## config.mk

```make
export PLATFORM = sky130hd
export DESIGN_NAME = load_store_unit_flat
export DESIGN_NICKNAME = d
export VERILOG_FILES = /design/src/rtl/lsu_pkg.sv /design/src/rtl/load_store_unit_if.sv /design/src/rtl/lsu_align.sv /design/src/rtl/load_store_unit.sv /design/src/flat_wrapper.sv
export SDC_FILE = /design/constraint.sdc
export NUM_CORES = 1
export LEC_CHECK = 0
export ABC_CLOCK_PERIOD_IN_PS = 18190
export CAP_MARGIN = 20
export CORE_ASPECT_RATIO = 1.75
export CORE_MARGIN = 4
export CORE_UTILIZATION = 30
export CTS_CLUSTER_DIAMETER = 150
export DETAILED_ROUTE_END_ITERATION = 12
export SYNTH_ARGS = -nofsm -noshare
export SYNTH_HDL_FRONTEND = slang
export SYNTH_SLANG_ARGS = --single-unit
```

## constraint.sdc

```tcl
create_clock -name clk -period 18.19 [get_ports clk]
set_clock_uncertainty 0.15 [all_clocks]
set_input_delay 3.638 -clock clk [delete_from_list [all_inputs] [get_ports clk]]
set_output_delay 3.638 -clock clk [all_outputs]
set_load 0.03 [all_outputs]
```

## src/rtl/lsu_pkg.sv

```systemverilog
// Shared types and constants for the load/store unit: FSM states,
// RISC-V load/store funct3 encodings and the byte-offset width.
package lsu_pkg;

  typedef enum logic [1:0] {
    IDLE,
    READ,
    WRITE,
    RESP
  } lsu_state_t;

  localparam logic [2:0] F3_B  = 3'b000;
  localparam logic [2:0] F3_H  = 3'b001;
  localparam logic [2:0] F3_W  = 3'b010;
  localparam logic [2:0] F3_D  = 3'b011;
  localparam logic [2:0] F3_BU = 3'b100;
  localparam logic [2:0] F3_HU = 3'b101;
  localparam logic [2:0] F3_WU = 3'b110;

  localparam int OFFSET_BITS = 3;

endpackage

```

## src/rtl/load_store_unit_if.sv

```systemverilog
// Execute-stage request/response handshake of the load/store unit.
// The master (execute stage) issues requests; the slave (LSU) answers with a one-cycle pulse.
interface load_store_unit_if #(
  parameter int WORDSIZE = 64
);
  logic                req_valid;
  logic                req_ready;
  logic                req_write;
  logic [2:0]          req_funct3;
  logic [WORDSIZE-1:0] req_addr;
  logic [WORDSIZE-1:0] req_wdata;
  logic                resp_valid;
  logic [WORDSIZE-1:0] resp_rdata;
  logic                resp_error;

  modport master (
    output req_valid, req_write, req_funct3, req_addr, req_wdata,
    input  req_ready, resp_valid, resp_rdata, resp_error
  );

  modport slave (
    input  req_valid, req_write, req_funct3, req_addr, req_wdata,
    output req_ready, resp_valid, resp_rdata, resp_error
  );
endinterface

```

## src/rtl/lsu_align.sv

```systemverilog
// Combinational lane logic: extracts/extends load data from a memory word,
// merges store data into it, and flags misaligned or illegal accesses.
module lsu_align
  import lsu_pkg::*;
#(
  parameter int WORDSIZE = 64
) (
  input  logic [WORDSIZE-1:0]    word,
  input  logic [OFFSET_BITS-1:0] offset,
  input  logic [2:0]             funct3,
  input  logic                   write,
  input  logic [WORDSIZE-1:0]    wdata,
  output logic [WORDSIZE-1:0]    load_data,
  output logic [WORDSIZE-1:0]    store_word,
  output logic                   error
);
  logic [5:0]          bit_shift;
  logic [WORDSIZE-1:0] shifted;
  logic [WORDSIZE-1:0] lane_mask;
  logic [WORDSIZE-1:0] placed_mask;
  logic [WORDSIZE-1:0] placed_data;
  logic                misaligned;
  logic                illegal;

  assign bit_shift = {offset, 3'b000};

  always_comb begin
    // NOTE: every output is given a default before the case so no path infers a latch.
    load_data  = '0;
    lane_mask  = '1;
    misaligned = 1'b0;
    shifted    = word >> bit_shift;

    case (funct3)
      F3_B:    load_data = {{(WORDSIZE-8){shifted[7]}}, shifted[7:0]};
      F3_H:    load_data = {{(WORDSIZE-16){shifted[15]}}, shifted[15:0]};
      F3_W:    load_data = {{(WORDSIZE-32){shifted[31]}}, shifted[31:0]};
      F3_D:    load_data = shifted;
      F3_BU:   load_data = {{(WORDSIZE-8){1'b0}}, shifted[7:0]};
      F3_HU:   load_data = {{(WORDSIZE-16){1'b0}}, shifted[15:0]};
      F3_WU:   load_data = {{(WORDSIZE-32){1'b0}}, shifted[31:0]};
      default: load_data = '0;
    endcase

    // Low two funct3 bits encode the access size for both loads and stores.
    case (funct3[1:0])
      2'b00: begin
        lane_mask  = {{(WORDSIZE-8){1'b0}}, {8{1'b1}}};
        misaligned = 1'b0;
      end
      2'b01: begin
        lane_mask  = {{(WORDSIZE-16){1'b0}}, {16{1'b1}}};
        misaligned = offset[0];
      end
      2'b10: begin
        lane_mask  = {{(WORDSIZE-32){1'b0}}, {32{1'b1}}};
        misaligned = |offset[1:0];
      end
      default: begin
        lane_mask  = '1;
        misaligned = |offset;
      end
    endcase
  end

  assign placed_mask = lane_mask << bit_shift;
  assign placed_data = (wdata & lane_mask) << bit_shift;
  assign store_word  = (word & ~placed_mask) | placed_data;

  assign illegal = write ? funct3[2] : (funct3 == 3'b111);
  assign error   = misaligned | illegal;

endmodule

```

## src/rtl/load_store_unit.sv

```systemverilog
// Load/store unit: turns byte/half/word/double requests into whole-word
// accesses on a 64-bit memory port, using read-modify-write for sub-word stores.
module load_store_unit
  import lsu_pkg::*;
#(
  parameter int WORDSIZE = 64
) (
  input  logic                   clk,
  input  logic                   rst,
  load_store_unit_if.slave       bus,
  output logic [WORDSIZE-1:0]    mem_addr,
  output logic [WORDSIZE-1:0]    mem_wdata,
  output logic                   mem_write_en,
  input  logic [WORDSIZE-1:0]    mem_rdata
);
  lsu_state_t          state_q, state_d;
  logic                write_q, write_d;
  logic [2:0]          funct3_q, funct3_d;
  logic [WORDSIZE-1:0] addr_q, addr_d;
  logic [WORDSIZE-1:0] wdata_q, wdata_d;
  logic [WORDSIZE-1:0] merge_q, merge_d;
  logic [WORDSIZE-1:0] rdata_q, rdata_d;
  logic                error_q, error_d;

  logic                in_idle;
  logic                accept;
  logic                al_write;
  logic [2:0]          al_funct3;
  logic [OFFSET_BITS-1:0] al_offset;
  logic [WORDSIZE-1:0] al_wdata;
  logic [WORDSIZE-1:0] al_load;
  logic [WORDSIZE-1:0] al_store;
  logic                al_error;

  assign in_idle = (state_q == IDLE);
  assign accept  = in_idle & bus.req_valid;

  // In IDLE the aligner checks the incoming request so errors and SD skip READ.
  assign al_write  = in_idle ? bus.req_write : write_q;
  assign al_funct3 = in_idle ? bus.req_funct3 : funct3_q;
  assign al_offset = in_idle ? bus.req_addr[OFFSET_BITS-1:0] : addr_q[OFFSET_BITS-1:0];
  assign al_wdata  = in_idle ? bus.req_wdata : wdata_q;

  lsu_align #(.WORDSIZE(WORDSIZE)) u_align (
    .word       (mem_rdata),
    .offset     (al_offset),
    .funct3     (al_funct3),
    .write      (al_write),
    .wdata      (al_wdata),
    .load_data  (al_load),
    .store_word (al_store),
    .error      (al_error)
  );

  always_comb begin
    state_d  = state_q;
    write_d  = write_q;
    funct3_d = funct3_q;
    addr_d   = addr_q;
    wdata_d  = wdata_q;
    merge_d  = merge_q;
    rdata_d  = rdata_q;
    error_d  = error_q;

    case (state_q)
      IDLE: begin
        if (accept) begin
          write_d  = bus.req_write;
          funct3_d = bus.req_funct3;
          addr_d   = bus.req_addr;
          wdata_d  = bus.req_wdata;
          if (al_error) begin
            state_d = RESP;
            rdata_d = '0;
            error_d = 1'b1;
          end else if (bus.req_write && bus.req_funct3 == F3_D) begin
            state_d = WRITE;
            merge_d = al_store;
          end else begin
            state_d = READ;
          end
        end
      end
      READ: begin
        if (write_q) begin
          state_d = WRITE;
          merge_d = al_store;
        end else begin
          state_d = RESP;
          rdata_d = al_load;
          error_d = 1'b0;
        end
      end
      WRITE: begin
        state_d = RESP;
        rdata_d = '0;
        error_d = 1'b0;
      end
      RESP:    state_d = IDLE;
      default: state_d = IDLE;
    endcase
  end

  // NOTE: sequential state uses non-blocking assignments so all flops update from pre-edge values.
  always_ff @(posedge clk or posedge rst) begin
    if (rst) begin
      state_q  <= IDLE;
      write_q  <= 1'b0;
      funct3_q <= '0;
      addr_q   <= '0;
      wdata_q  <= '0;
      merge_q  <= '0;
      rdata_q  <= '0;
      error_q  <= 1'b0;
    end else begin
      state_q  <= state_d;
      write_q  <= write_d;
      funct3_q <= funct3_d;
      addr_q   <= addr_d;
      wdata_q  <= wdata_d;
      merge_q  <= merge_d;
      rdata_q  <= rdata_d;
      error_q  <= error_d;
    end
  end

  // Memory strobes decode straight from the state register, so reset kills a pending write at once.
  assign mem_addr     = (state_q == READ || state_q == WRITE)
                        ? {addr_q[WORDSIZE-1:OFFSET_BITS], {OFFSET_BITS{1'b0}}} : '0;
  assign mem_wdata    = (state_q == WRITE) ? merge_q : '0;
  assign mem_write_en = (state_q == WRITE);

  assign bus.req_ready  = in_idle;
  assign bus.resp_valid = (state_q == RESP);
  assign bus.resp_rdata = rdata_q;
  assign bus.resp_error = error_q;

endmodule
```

## src/flat_wrapper.sv

```systemverilog
// flat-port wrapper written by rule: the top's interface ports become plain ports
module load_store_unit_flat import lsu_pkg::*;
#(
  parameter int WORDSIZE = 64
)
  (clk, rst, mem_addr, mem_wdata, mem_write_en, mem_rdata, bus_req_valid, bus_req_write, bus_req_funct3, bus_req_addr, bus_req_wdata, bus_req_ready, bus_resp_valid, bus_resp_rdata, bus_resp_error);
  load_store_unit_if #(.WORDSIZE(WORDSIZE)) bus_i ();
  input  logic clk;
  input  logic rst;
  output logic [WORDSIZE-1:0] mem_addr;
  output logic [WORDSIZE-1:0] mem_wdata;
  output logic mem_write_en;
  input  logic [WORDSIZE-1:0] mem_rdata;
  input wire logic [$bits(bus_i.req_valid)-1:0] bus_req_valid;
  input wire logic [$bits(bus_i.req_write)-1:0] bus_req_write;
  input wire logic [$bits(bus_i.req_funct3)-1:0] bus_req_funct3;
  input wire logic [$bits(bus_i.req_addr)-1:0] bus_req_addr;
  input wire logic [$bits(bus_i.req_wdata)-1:0] bus_req_wdata;
  output wire logic [$bits(bus_i.req_ready)-1:0] bus_req_ready;
  output wire logic [$bits(bus_i.resp_valid)-1:0] bus_resp_valid;
  output wire logic [$bits(bus_i.resp_rdata)-1:0] bus_resp_rdata;
  output wire logic [$bits(bus_i.resp_error)-1:0] bus_resp_error;
  assign bus_i.req_valid = bus_req_valid;
  assign bus_i.req_write = bus_req_write;
  assign bus_i.req_funct3 = bus_req_funct3;
  assign bus_i.req_addr = bus_req_addr;
  assign bus_i.req_wdata = bus_req_wdata;
  assign bus_req_ready = bus_i.req_ready;
  assign bus_resp_valid = bus_i.resp_valid;
  assign bus_resp_rdata = bus_i.resp_rdata;
  assign bus_resp_error = bus_i.resp_error;
  load_store_unit #(.WORDSIZE(WORDSIZE)) u_core (.clk(clk), .rst(rst), .bus(bus_i), .mem_addr(mem_addr), .mem_wdata(mem_wdata), .mem_write_en(mem_write_en), .mem_rdata(mem_rdata));
endmodule
```

==> run_results.csv, run 1 <==
group,metric,value,unit
setup_path,critPathArrivalTime,7.51,ns
cts,clockRootBuffer,"clkbuf_16",
cts,cts_tree,"yes",
logic_synthesis,synth_adder_area_share,0.003184,
grt,grt_start_max_net_pins,122,
detailed_routing,drc,0,
cts,clkSinkCount,263,
logic_synthesis,synth-compound-area-share,0.1723,
logic_synthesis,synth_edf_count,0,
timing,final_hold_viol_count,0,
logic_synthesis,syn_area_per_cell,9.340,µm²
hold_path,min_from,"u_core.bus.resp_rdata[0]",
logic_synthesis,ys_types,66,
hold_path,holdPathEnd,"u_core.bus.resp_rdata[0]",
timing,relSlewSlack,0.2769,
timing,finalCriticalPeriod,7.170,ns
layout,stdcell_count,2688,
detailed_routing,vias_per_cell,5.528,
setup_path,worstSetupPathType,"in2reg",
hold_path,holdPathStages,1,
grt,grt-ovfl-total,0,
die,num_io_pins,395,
detailed_routing,drtPass1Iterations,5,
timing,setup_tns,0,ns
detailed_routing,drt_iter0_drc,1406,
setup_path,end_kind,"register",
cts,cts_buffers,28,
cts,htreeDepth,1,
logic_synthesis,synth_top_area_share,0.4187,
timing,slew_violations,0,
layout,syn2layout_area_growth,34.98,%
logic_synthesis,synth_xor_area_frac,0,
setup_path,crit_required,18.54,ns
run,max_cap_violations,0,
die,die_h,310.8,µm
layout,drive_gt1_frac,0.1256,
setup_path,crit_fanout,61,
cts,clkTransAtPathRegs,0.06,ns
logic_synthesis,async_flop_share,1.000,
setup_path,crit_slowest_cell,"o21ai_0",
timing,finalSetupViolations,0,
hold_path,hp-class,"reg2reg",
cts,cts_resized,0,
die,design.core.area,51610,µm²
die,start_util,0.3046,
logic_synthesis,yosys-top-cells-area,"dfrtp_1 42%, mux2_2 10%, mux2i_1 6.9%",
grt,grt.total_usage,0.2434,
grt,antenna_found_initial,5,
placement,io_buffers,391,
logic_synthesis,synth_seq_area_share,0.4187,
setup_path,r2r_start,"u_core.state_q[0]",
grt,grt_pass1_vias,14978,
cts,hold_buffers,0,
detailed_routing,wl,71280,µm
logic_synthesis,yosys_most_used_dff,"dfrtp_1",
setup_path,path_cells,"clkdlybuf4s50_1 > mux2i_4 > buf_4 > a21oi_1 > o21ai_0 > a22oi_1 > a21oi_2",
pwr,powerDensity,239.7,nW/µm²
die,dieArea,56270,µm²
cts,post_cts_buffers,0,
setup_path,slowest_delay,0.88,ns
die,rows,110,
logic_synthesis,synth_top_family_by_area,"multiplexers",
timing,max_freq,139.5,MHz
die,fp.dieW,181.0,µm
layout,layout.nets,2196,
cts,clk_latency,0.58,ns
pwr,p_leak,8.584,nW
timing,fin_crit_sh,0.3941,
detailed_routing,vias,14859,
logic_synthesis,ys_ff_latch,263,
logic_synthesis,synthSimpleGateAreaFrac,0.1742,
setup_path,r2r_end,"u_core.merge_q[24]",
detailed_routing,antenna_left,0,
grt,grt_first_pass_wirelength,103600,µm
logic_synthesis,synthMuxAreaShare,0.1843,
logic_synthesis,yosysTopAreaCell,"dfrtp_1",
timing,rsz0062_at_grt,"no",
detailed_routing,wl_per_cell,26.52,µm
placement,dp_cells,2629,
setup_path,rrSetupSlack,13.35,ns
logic_synthesis,ys_warn_count,0,
cts,clockBufferDepth,3,
status,outcome,"finished clean",
logic_synthesis,synthCells,1683,
pwr,vdd_drop_max,107.3,µV
placement,dpl.hpwl,54690,µm
logic_synthesis,synthesis.area,15720,µm²
setup_path,reg2reg_depth,8,
setup_path,crit_path_start_kind,"primary input",
placement,place_congestion,1.019,
timing,tightest_slew,1.073,ns
==> layout make-up <==
class                      instances  area (µm²)
clock buffer                      36       782.0
tap                              672       840.8
antenna                            1       2.502
sequential                       263        6581
fill                            5179       30400
clock inverter                    16       195.2
inverter                          14       60.06
timing repair buffer             422        4253
multi-input combinational       1264        8502
==> sequential cells by signal (all words and copies together) (netlist names) <==
name,count
u_core.merge_q,64
u_core.write_q,1
u_core.wdata_q,64
u_core.state_q,2
u_core.bus.resp_error,1
u_core.bus.resp_rdata,64
u_core.funct3_q,3
u_core.addr_q,64
==> layout by cell type, fill, tap and decap left out, drive strengths merged, types with 21 or more instances in the layout <==
| master | count |
|---|---|
| o21ai | 83 |
| nand2 | 161 |
| a21oi | 139 |
| buf | 30 |
| nand3 | 59 |
| nor2 | 158 |
| mux2i | 109 |
| dfrtp | 263 |
| nor3 | 21 |
| clkdlybuf4s50 | 391 |
| a221oi | 26 |
| a31oi | 33 |
| mux2 | 144 |
| and2 | 140 |
| clkbuf | 37 |
==> through the flow <==
stage / utilization / hold slack [ns] / setup WS (ns) / area, µm² / power [mW]
after CTS: 0.4081 / 0.3339 / 11.01 / 21060 / 5.057
after global placement: 0.3892 / 0.3160 / 10.50 / 20090 / 4.388
after global routing: 0.4111 / 0.3478 / 10.91 / 21220 / 5.362
after detailed placement: 0.3892 / 0.3192 / 10.40 / 20090 / 4.420
after floorplan: - / 0.3206 / 7.162 / 15730 / 3.171
final: 0.4111 / 0.3332 / 11.02 / 21220 / 5.086
==> worst max-delay path: cells and delay by family <==
family / cells / cell delay (ns)
AO/OA/AOI/OAI: 4 / 1.69
buffers and inverters: 2 / 1.36
multiplexers: 1 / 0.80
==> per-layer routing <==
| metal | vias to the layer above | global-route usage | wire length [µm] |
|---|---|---|---|
| met5 | - | 0 | 40 |
| met4 | 6 | 0.1840 | 6628 |
| met3 | 224 | 0.05228 | 5260 |
| met2 | 775 | 0.4235 | 35520 |
| met1 | 7172 | 0.2543 | 23830 |
| li1 | 6682 | - | - |
==> worst max path at each step <==
stage                    start                        end  depth (start not counted)
2_1_floorplan              rst           u_core.addr_q[0]                          1
3_3_place_gp   bus_req_addr[0]         u_core.merge_q[24]                          7
3_5_place_dp   bus_req_addr[0]  u_core.bus.resp_rdata[62]                          9
4_1_cts        bus_req_addr[0]         u_core.merge_q[24]                          7
5_1_grt        bus_req_addr[1]         u_core.merge_q[24]                          7
6_report       bus_req_addr[1]         u_core.merge_q[24]                          7
==> power breakdown <==
part,switching [mW],internal [mW]
sequential,0.199,0.875
combinational,2.12,1.27
clock,0.257,0.361
total,2.58,2.51
==> synth_stat cells (9+ instances only) <==
library cell / instances
dfrtp_1: 263
nand2_1: 161
nor2_1: 158
mux2_2: 144
and2_1: 140
a21oi_1: 135
mux2i_1: 108
o21ai_0: 77
nand3_1: 59
clkbuf_1: 57
buf_2: 53
a31oi_1: 33
a221oi_1: 26
nor3_1: 20
a22oi_1: 18
buf_1: 17
inv_1: 14
o22ai_1: 14
buf_4: 12
and3_1: 11
a211oi_1: 9
a32oi_1: 9
nand4_1: 9
o211ai_1: 9
==> cells by family after synthesis <==
kind of cell	Yosys count
flip-flops	263
AND/OR/NAND/NOR	576
AO/OA/AOI/OAI	420
adder cells (fa/ha/maj)	4
multiplexers	261
buffers and inverters	158
other	1
(Power assumes the default switching activity.)
==> run 2, diff against run 1 <==
ABC_CLOCK_PERIOD_IN_PS = 6350   (was 18190)
clock period = 6.35 ns   (was 18.19 ns; I/O delays follow)
==> run 2 against run 1 <==
Effect of this change:
- clock power grew to 2.6 times the previous value
- setup slack lost 9.1 ns
- power grew to 2.8 times the previous value
- sequential share of layout area grew 0.17 points
- highest routed layer unchanged
==> run_results.csv, run 2 (synthesis results as in run 1) <==
group,metric,value,unit
detailed_routing,wl_met3,5018,µm
layout,layout_common_cells,"391 x clkdlybuf4s50_1, 263 x dfrtp_1, 160 x nand2_1",
cts,cts_resized,0,
layout,postLayoutCoreUtil,0.4088,
timing,tightest_slew,1.057,ns
hold_path,hp-class,"reg2reg",
detailed_routing,wl_per_cell,25.73,µm
layout,layout_commonest_cell,"clkdlybuf4s50_1",
detailed_routing,vias_per_cell,5.489,
placement,place_congestion,1.001,
setup_path,critPathArrivalTime,3.02,ns
setup_path,crit_fanout,66,
detailed_routing,vias,14793,
die,dieArea,56270,µm²
setup_path,slowest_delay,0.89,ns
timing,final_hold_viol_count,0,
detailed_routing,met2WireLength,35350,µm
layout,layout.nets,2202,
setup_path,rrSetupSlack,2.10,ns
placement,io_buffers,391,
layout,fill_cells,5161,
run,max_cap_violations,0,
cts,clkTransAtPathRegs,0.07,ns
hold_path,holdPathEnd,"u_core.bus.resp_rdata[2]",
grt,grt.total_usage,0.2351,
setup_path,crit_path_start_kind,"register",
setup_path,crit_required,4.93,ns
timing,fin_ws,1.907,ns
pwr,p_leak,8.541,nW
detailed_routing,drtPass1Iterations,5,
setup_path,r2r_end,"u_core.merge_q[27]",
setup_path,reg2reg_depth,9,
timing,fin_crit_sh,0.6997,
cts,post_cts_buffers,0,
grt,grt_start_max_net_pins,160,
cts,clockBufferDepth,3,
cts,cts_buffers,27,
setup_path,worstSetupPathType,"reg2out",
hold_path,min_from,"u_core.bus.resp_rdata[2]",
setup_path,path_cells,"inv_1 > ha_2 > and2_1 > clkdlybuf4s50_1",
detailed_routing,highest_layer,"met5",
die,start_util,0.3046,
placement,placed_cell_area,20200,µm²
cts,hold_buffers,0,
grt,antenna_found_initial,4,
timing,finalSetupViolations,0,
die,die_h,310.8,µm
hold_path,holdPathStages,1,
die,fp.dieW,181.0,µm
pwr,vdd_drop_max,330.2,µV
setup_path,r2r_start,"u_core.state_q[0]",
die,rows,110,
grt,grt_pass1_vias,15072,
timing,setup_tns,0,ns
timing,max_freq,225.1,MHz
detailed_routing,drc,0,
timing,slew_violations,0,
cts,cts_tree,"yes",
cts,clkSinkCount,263,
die,design.core.area,51610,µm²
placement,dpl.hpwl,54320,µm
cts,htreeDepth,1,
grt,grt_first_pass_wirelength,100800,µm
grt,grt-ovfl-total,0,
setup_path,end_kind,"output pin",
status,outcome,"finished clean",
setup_path,crit_slowest_cell,"ha_2",
die,num_io_pins,395,
layout,drive_gt1_frac,0.1262,
detailed_routing,drt_iter0_drc,1371,
detailed_routing,antenna_left,0,
cts,clockRootBuffer,"clkbuf_16",
placement,pre_cts_ws,1.639,ns
cts,clk_latency,0.59,ns
detailed_routing,wl,69330,µm
layout,design_area,21100,µm²
timing,finalCriticalPeriod,4.443,ns
timing,relSlewSlack,0.2953,
layout,syn2layout_area_growth,34.22,%
pwr,powerDensity,682.8,nW/µm²
detailed_routing,drt-met1-wl,23570,µm
timing,rsz0062_at_grt,"no",
run 2: cell count changes in the layout (fill, tap and decap cells not counted), sizes merged:
cell and delta:
buf +8, bufinv -3, clkbuf +3, clkinv -3, clkinvlp -2, diode +2
inv +2
run 2: final cells by class:
cell class              count  area (µm²)  area share
diodes                      3       7.507   0.0003558
clock buffers              40       784.5     0.03718
clock inverters            10       93.84    0.004448
inverters                  14       56.30    0.002669
multi-input cells        1264        8502      0.4030
flip-flops and latches    263        6581      0.3119
well taps                 672       840.8     0.03985
repair buffers            429        4232      0.2006
run 2: power by group:
part	internal (mW)	total, mW	switching (mW)
Combinational	3.64	9.73	6.08
Sequential	2.51	3.05	0.544
Clock	0.900	1.63	0.729
Total	7.05	14.4	7.36
run 2: worst max-delay path: cells and delay by family, from the launching register on:
family	cells	cell delay, ns
simple gates	1	0.23
buf+inv	2	0.88
fa+ha+maj	1	0.89
flops	1	0.42
run 2: routing by layer:
metal / vias up / global-route usage
li1: 6678 / -
met1: 7175 / 0.2474
met2: 743 / 0.4217
met3: 195 / 0.04982
met4: 2 / 0.1494
met5: - / 0
run 2: through the flow:
step           cells  power, mW  hold WS, ns
2_1_floorplan   1685      9.085       0.3206
3_3_place_gp    2639      12.58       0.3296
3_5_place_dp    2640      12.68       0.3273
4_1_cts         2690      14.37       0.3425
5_1_grt         2693      15.16       0.3560
6_report        2695      14.41       0.3453
run 2: worst max-delay path by stage:
stage,from,end,cells past startpoint
finish,u_core.state_q[0],mem_wdata[51],4
global route,u_core.state_q[0],mem_wdata[51],4
CTS,u_core.state_q[0],mem_wdata[51],4
detailed placement,bus_req_addr[1],u_core.bus.resp_rdata[49],8
global placement,bus_req_funct3[1],u_core.bus.resp_rdata[41],8
floorplan,rst,u_core.addr_q[0],1
==> RTL change 1, RTL diff (settings of run 1) <==
Encoding of `lsu_state_t`: now one-hot (4 bits for 4 states).
--- a/src/rtl/lsu_pkg.sv
+++ b/src/rtl/lsu_pkg.sv
@@ -2,11 +2,11 @@
 // RISC-V load/store funct3 encodings and the byte-offset width.
 package lsu_pkg;
 
-  typedef enum logic [1:0] {
-    IDLE,
-    READ,
-    WRITE,
-    RESP
+  typedef enum logic [3:0] {
+    IDLE  = 4'b0001,
+    READ  = 4'b0010,
+    WRITE = 4'b0100,
+    RESP  = 4'b1000
   } lsu_state_t;
 
   localparam logic [2:0] F3_B  = 3'b000;
Formal check against the unedited RTL: no difference found for any inputs over 4 cycles, from zero or initial values and one cycle with rst high; so few cycles prove little.
==> RTL change 1 against run 1 <==
Worst setup slack gained 36 ps. Area after synthesis is 8.0% higher. Via count is 9.0% higher. Total power shrank 25%. Wire length is 12% higher. Critical path type is now register to primary output. Utilization down 1.4 points. Highest routed layer unchanged. Sequential cell count grew 2. Register-to-register slack got worse by 560 ps. First-iteration DRC count rose by 13%. Final area up 5.0%. Largest cell class unchanged. Critical endpoint is now mem_wdata[53].
==> RTL change 1: results <==
group,metric,value,unit
outcome,status,"completed",
logic_synthesis,synth_top_flop_cell,"dfrtp_1",
global_routing,grt_max_degree,109,
global_routing,grt_pass1_vias,16870,
cells_and_area,drive_above_1_share,0.1418,
placement,dp_slack,10580,ps
cells_and_area,finalNetCount,2258,
logic_synthesis,synth.area.top_cells,"dfrtp_1 (39%), mux2_2 (9.6%), mux2i_1 (9.2%)",
global_routing,grt_pass1_wl,115900,um
drt,firstDrtPassIters,8,
setup_path,slowest_stage,"clkdlybuf4s50_1",
setup_path,slowest_delay,720,ps
clock_tree,insertion_delay,580,ps
power_and_ir_drop,peakVddDrop,0.09036,mV
logic_synthesis,ys_seq_area_frac,0.3907,
drt,viasPerCell,5.811,
clock_tree,clockBufferDepth,3,
placement,io_buffers,391,
timing,worstMarginPinSlew,1150,ps
drt,wire_per_inst,28.67,um
logic_synthesis,synth_cell_type_count,85,
clock_tree,cts_setup_buffers,0,
global_routing,grt_antenna_before_repair,11,
setup_path,critPathArrivalTime,3350,ps
placement,place_congestion,0.9637,
global_routing,gr-usage-all-layers,0.2520,
clock_tree,root_buffer,"clkbuf_16",
clock_tree,htreeDepth,1,
power_and_ir_drop,leakagePower,9.490,nW
placement,placed_cell_area,0.02126,sq mm
drt,drt_iter0_markers,1589,
setup_path,crit_path_max_fanout,55,
logic_synthesis,ys_top_cells_by_count,"dfrtp_1 (264), mux2i_1 (156), nand2_1 (153)",
hold_path,hold_path.class,"register to register",
placement,dp_hpwl,61330,um
RTL change 1: cell families after synthesis:
logic type,after synthesis,share of synthesized area
muxes,307,0.1950
xor gates and xnor gates,1,0.0005161
other,1,0.0002209
buffers and inverters,182,0.05366
and+or+nand+nor,551,0.1714
DFF,265,0.3907
AOI/OAI and AO/OA,454,0.1885
RTL change 1: report_power, final:
group / switching (W) / total, W / internal, W
sequential: 0.000203 / 0.00103 / 0.000831
clock: 0.000266 / 0.000637 / 0.000371
combinational: 0.00135 / 0.00215 / 0.000793
RTL change 1: path summary, 6_finish.rpt:
kind	startpoint	endpoint	slack, ps	cells past startpoint
worst max-delay path	u_core.state_q[2]	mem_wdata[53]	11060	4
min in group asynchronous	rst	u_core.addr_q[55]	3430	2
worst min register to register	u_core.addr_q[38]	u_core.addr_q[38]	350	1
max in group asynchronous	rst	u_core.wdata_q[62]	12470	4
worst max register to register	u_core.state_q[0]	u_core.bus.resp_rdata[17]	12790	10
worst min-delay path	u_core.addr_q[38]	u_core.addr_q[38]	350	1
RTL change 1: stage by stage:
stage               power (W)  std cells  utilization
floorplan            0.002384       1763            -
global placement     0.003117       2730       0.3788
detailed placement   0.003142       2730       0.3788
CTS                  0.003788       2781       0.3964
global route         0.003975       2783       0.3966
finish               0.003818       2788       0.3969
RTL change 1: cell type report:
type / count / area (sq um)
Antenna cell: 6 / 15.01
Clock buffer: 39 / 823.3
Clock inverter: 12 / 165.2
Fill cell: 5562 / 33850
Inverter: 25 / 103.9
Multi-Input combinational cell: 1316 / 9497
Sequential cell: 265 / 6635
Tap cell: 702 / 878.3
Timing Repair Buffer: 423 / 4153
RTL change 1: layer usage:
layer | vias up | GRT usage | routed length [um]
met1 | 7892 | 0.2756 | 27770
met2 | 928 | 0.4437 | 39410
met3 | 258 | 0.05349 | 6453
met5 | - | 0 | 100
li1 | 7110 | - | -
met4 | 12 | 0.1590 | 6198
RTL change 1: worst max-delay path, delay by kind of cell, from the launching register on:
kind                   cells  cell delay (ps)
DFF                        1              540
and+or+nand+nor            2              960
buffers and inverters      2             1240
==> RTL change 2, RTL diff (config.mk and constraints of run 1) <==
Without the edit above. `WORDSIZE` is set to 64 in 4 places; all go to 128.
--- a/src/rtl/load_store_unit_if.sv
+++ b/src/rtl/load_store_unit_if.sv
@@ -1,7 +1,7 @@
 // Execute-stage request/response handshake of the load/store unit.
 // The master (execute stage) issues requests; the slave (LSU) answers with a one-cycle pulse.
 interface load_store_unit_if #(
-  parameter int WORDSIZE = 64
+  parameter int WORDSIZE = 128
 );
   logic                req_valid;
   logic                req_ready;
--- a/src/rtl/lsu_align.sv
+++ b/src/rtl/lsu_align.sv
@@ -3,7 +3,7 @@
 module lsu_align
   import lsu_pkg::*;
 #(
-  parameter int WORDSIZE = 64
+  parameter int WORDSIZE = 128
 ) (
   input  logic [WORDSIZE-1:0]    word,
   input  logic [OFFSET_BITS-1:0] offset,
--- a/src/rtl/load_store_unit.sv
+++ b/src/rtl/load_store_unit.sv
@@ -3,7 +3,7 @@
 module load_store_unit
   import lsu_pkg::*;
 #(
-  parameter int WORDSIZE = 64
+  parameter int WORDSIZE = 128
 ) (
   input  logic                   clk,
   input  logic                   rst,
--- a/src/flat_wrapper.sv
+++ b/src/flat_wrapper.sv
@@ -1,7 +1,7 @@
 // flat-port wrapper written by rule: the top's interface ports become plain ports
 module load_store_unit_flat import lsu_pkg::*;
 #(
-  parameter int WORDSIZE = 64
+  parameter int WORDSIZE = 128
 )
   (clk, rst, mem_addr, mem_wdata, mem_write_en, mem_rdata, bus_req_valid, bus_req_write, bus_req_funct3, bus_req_addr, bus_req_wdata, bus_req_ready, bus_resp_valid, bus_resp_rdata, bus_resp_error);
   load_store_unit_if #(.WORDSIZE(WORDSIZE)) bus_i ();
Interface: changed (6 resized); port bits go from 395 to 779. No check against the original RTL was run, so the function may have changed too.
==> RTL change 2 against run 1 <==
Sequential cell count grew 256. Worst setup slack lost 990 ps. Total power increased by 91%. Count of clock-buffer cells in the layout is 37 higher. Final area up 100%. Non-clock buffer count grew 413. Area after synthesis rose by 100%. Critical path type unchanged. Sequential power is 81% higher. Clock power up 88%. Largest cell class unchanged. Wire length increased by 140%.
==> RTL change 2: results <==
group,metric,value,unit
drt,firstDrtPassIters,8,
global_routing,grt_max_degree,148,
global_routing,gr-usage-all-layers,0.2858,
placement,placed_cell_area,0.04064,sq mm
logic_synthesis,synth_compound_area_frac,0.1578,
global_routing,grt_use_met3,0.07530,
logic_synthesis,muxShareOfSynthArea,0.2161,
clock_tree,htreeDepth,2,
drt,viasPerCell,5.751,
cells_and_area,finalNetCount,4356,
logic_synthesis,avgSynthCellArea,9.439,sq um
logic_synthesis,synth_cell_type_count,75,
clock_tree,insertion_delay,690,ps
placement,place_congestion,0.9793,
logic_synthesis,synth.area.top_cells,"dfrtp_1 (41%), mux2_2 (12%), mux2i_1 (8.6%)",
clock_tree,cts_setup_buffers,0,
global_routing,grt_antenna_before_repair,51,
global_routing,grt_pass1_wl,230700,um
setup_path,critPathArrivalTime,8490,ps
global_routing,grt_use_met1,0.3205,
outcome,status,"completed",
placement,io_buffers,775,
logic_synthesis,ys_seq_area_frac,0.4066,
timing,slew_headroom,0.2004,
global_routing,use_met2,0.4712,
clock_tree,cts_made_buffers,53,
power_and_ir_drop,leakagePower,17.69,nW
setup_path,crit_path_max_fanout,114,
logic_synthesis,synth_adder_area_share,0.001567,
cells_and_area,drive_above_1_share,0.1358,
placement,dp.cells,5265,
placement,dp_hpwl,129800,um
drt,wire_per_inst,31.17,um
logic_synthesis,ys_top_cells_by_count,"dfrtp_1 (519), nand2_1 (381), mux2_2 (351)",
timing,period_share,0.4487,
drt,drt_iter0_markers,3315,
## RTL change 2: cell types whose count changed in the layout (fill, tap and decap cells not counted), moves of 36 or more
cell             delta
o22ai_1            +51
mux2i_1           +168
a22oi_1            +47
dfrtp_1           +256
nor2_1             +98
mux2_2            +205
clkdlybuf4s50_1   +384
nand2_1           +220
and2_1            +118
nand3_1            +47
a211oi_1           +36
## RTL change 2: cell type report
class,count,area [sq um]
clock inverter,26,256.5
sequential,519,12990
fill,10610,63310
multi-input combinational,2539,17640
tap,1360,1702
clock buffer,73,1501
timing repair buffer,835,8265
antenna,19,47.55
inverter,13,52.55
## RTL change 2: power breakdown
group	total (W)	internal [W]	switching, W
sequential	0.00194	0.00167	0.000268
clock	0.00116	0.000624	0.000534
combinational	0.00664	0.00236	0.00427
total	0.00973	0.00466	0.00508
## RTL change 2: per-stage QoR
step                        util  setup slack [ps]
after global routing      0.4011              9726
final                     0.4014             10030
after detailed placement  0.3843              9243
after global placement    0.3842              9321
after floorplan                -              7352
after CTS                 0.4009              9970
## RTL change 2: routing by layer
metal / up-vias / wire length [um]
met5: - / 320
met4: 54 / 14630
met3: 523 / 14780
met2: 1837 / 78080
met1: 15080 / 60000
li1: 13470 / -
## RTL change 2: logic make-up after synthesis
| family | after synthesis |
|---|---|
| adders and majority gates | 4 |
| and+or+nand+nor | 1159 |
| other | 1 |
| AOI/OAI and AO/OA | 738 |
| buffers and inverters | 328 |
| DFF | 519 |
| muxes | 635 |
## RTL change 2: path summary, 6_finish.rpt
kind / from / end / slack (ps) / depth (start not counted)
worst max-delay path: bus_req_addr[0] / u_core.bus.resp_rdata[93] / 10030 / 11
worst min-delay path: u_core.bus.resp_rdata[13] / u_core.bus.resp_rdata[13] / 330 / 1
worst max register to register: u_core.state_q[0] / u_core.bus.resp_rdata[93] / 12310 / 11
worst min register to register: u_core.bus.resp_rdata[13] / u_core.bus.resp_rdata[13] / 330 / 1
max in group asynchronous: rst / u_core.addr_q[83] / 11810 / 6
min in group asynchronous: rst / u_core.merge_q[21] / 3380 / 3
## RTL change 2: worst max-delay path: stages
cell and delay (ps):
clkdlybuf4s50_1 390, buf_4 230, mux2i_4 220, buf_12 440, a41oi_1 360, o21ai_4 220
buf_4 640, or2_2 790, or2_2 450, buf_4 710, o2111ai_1 230
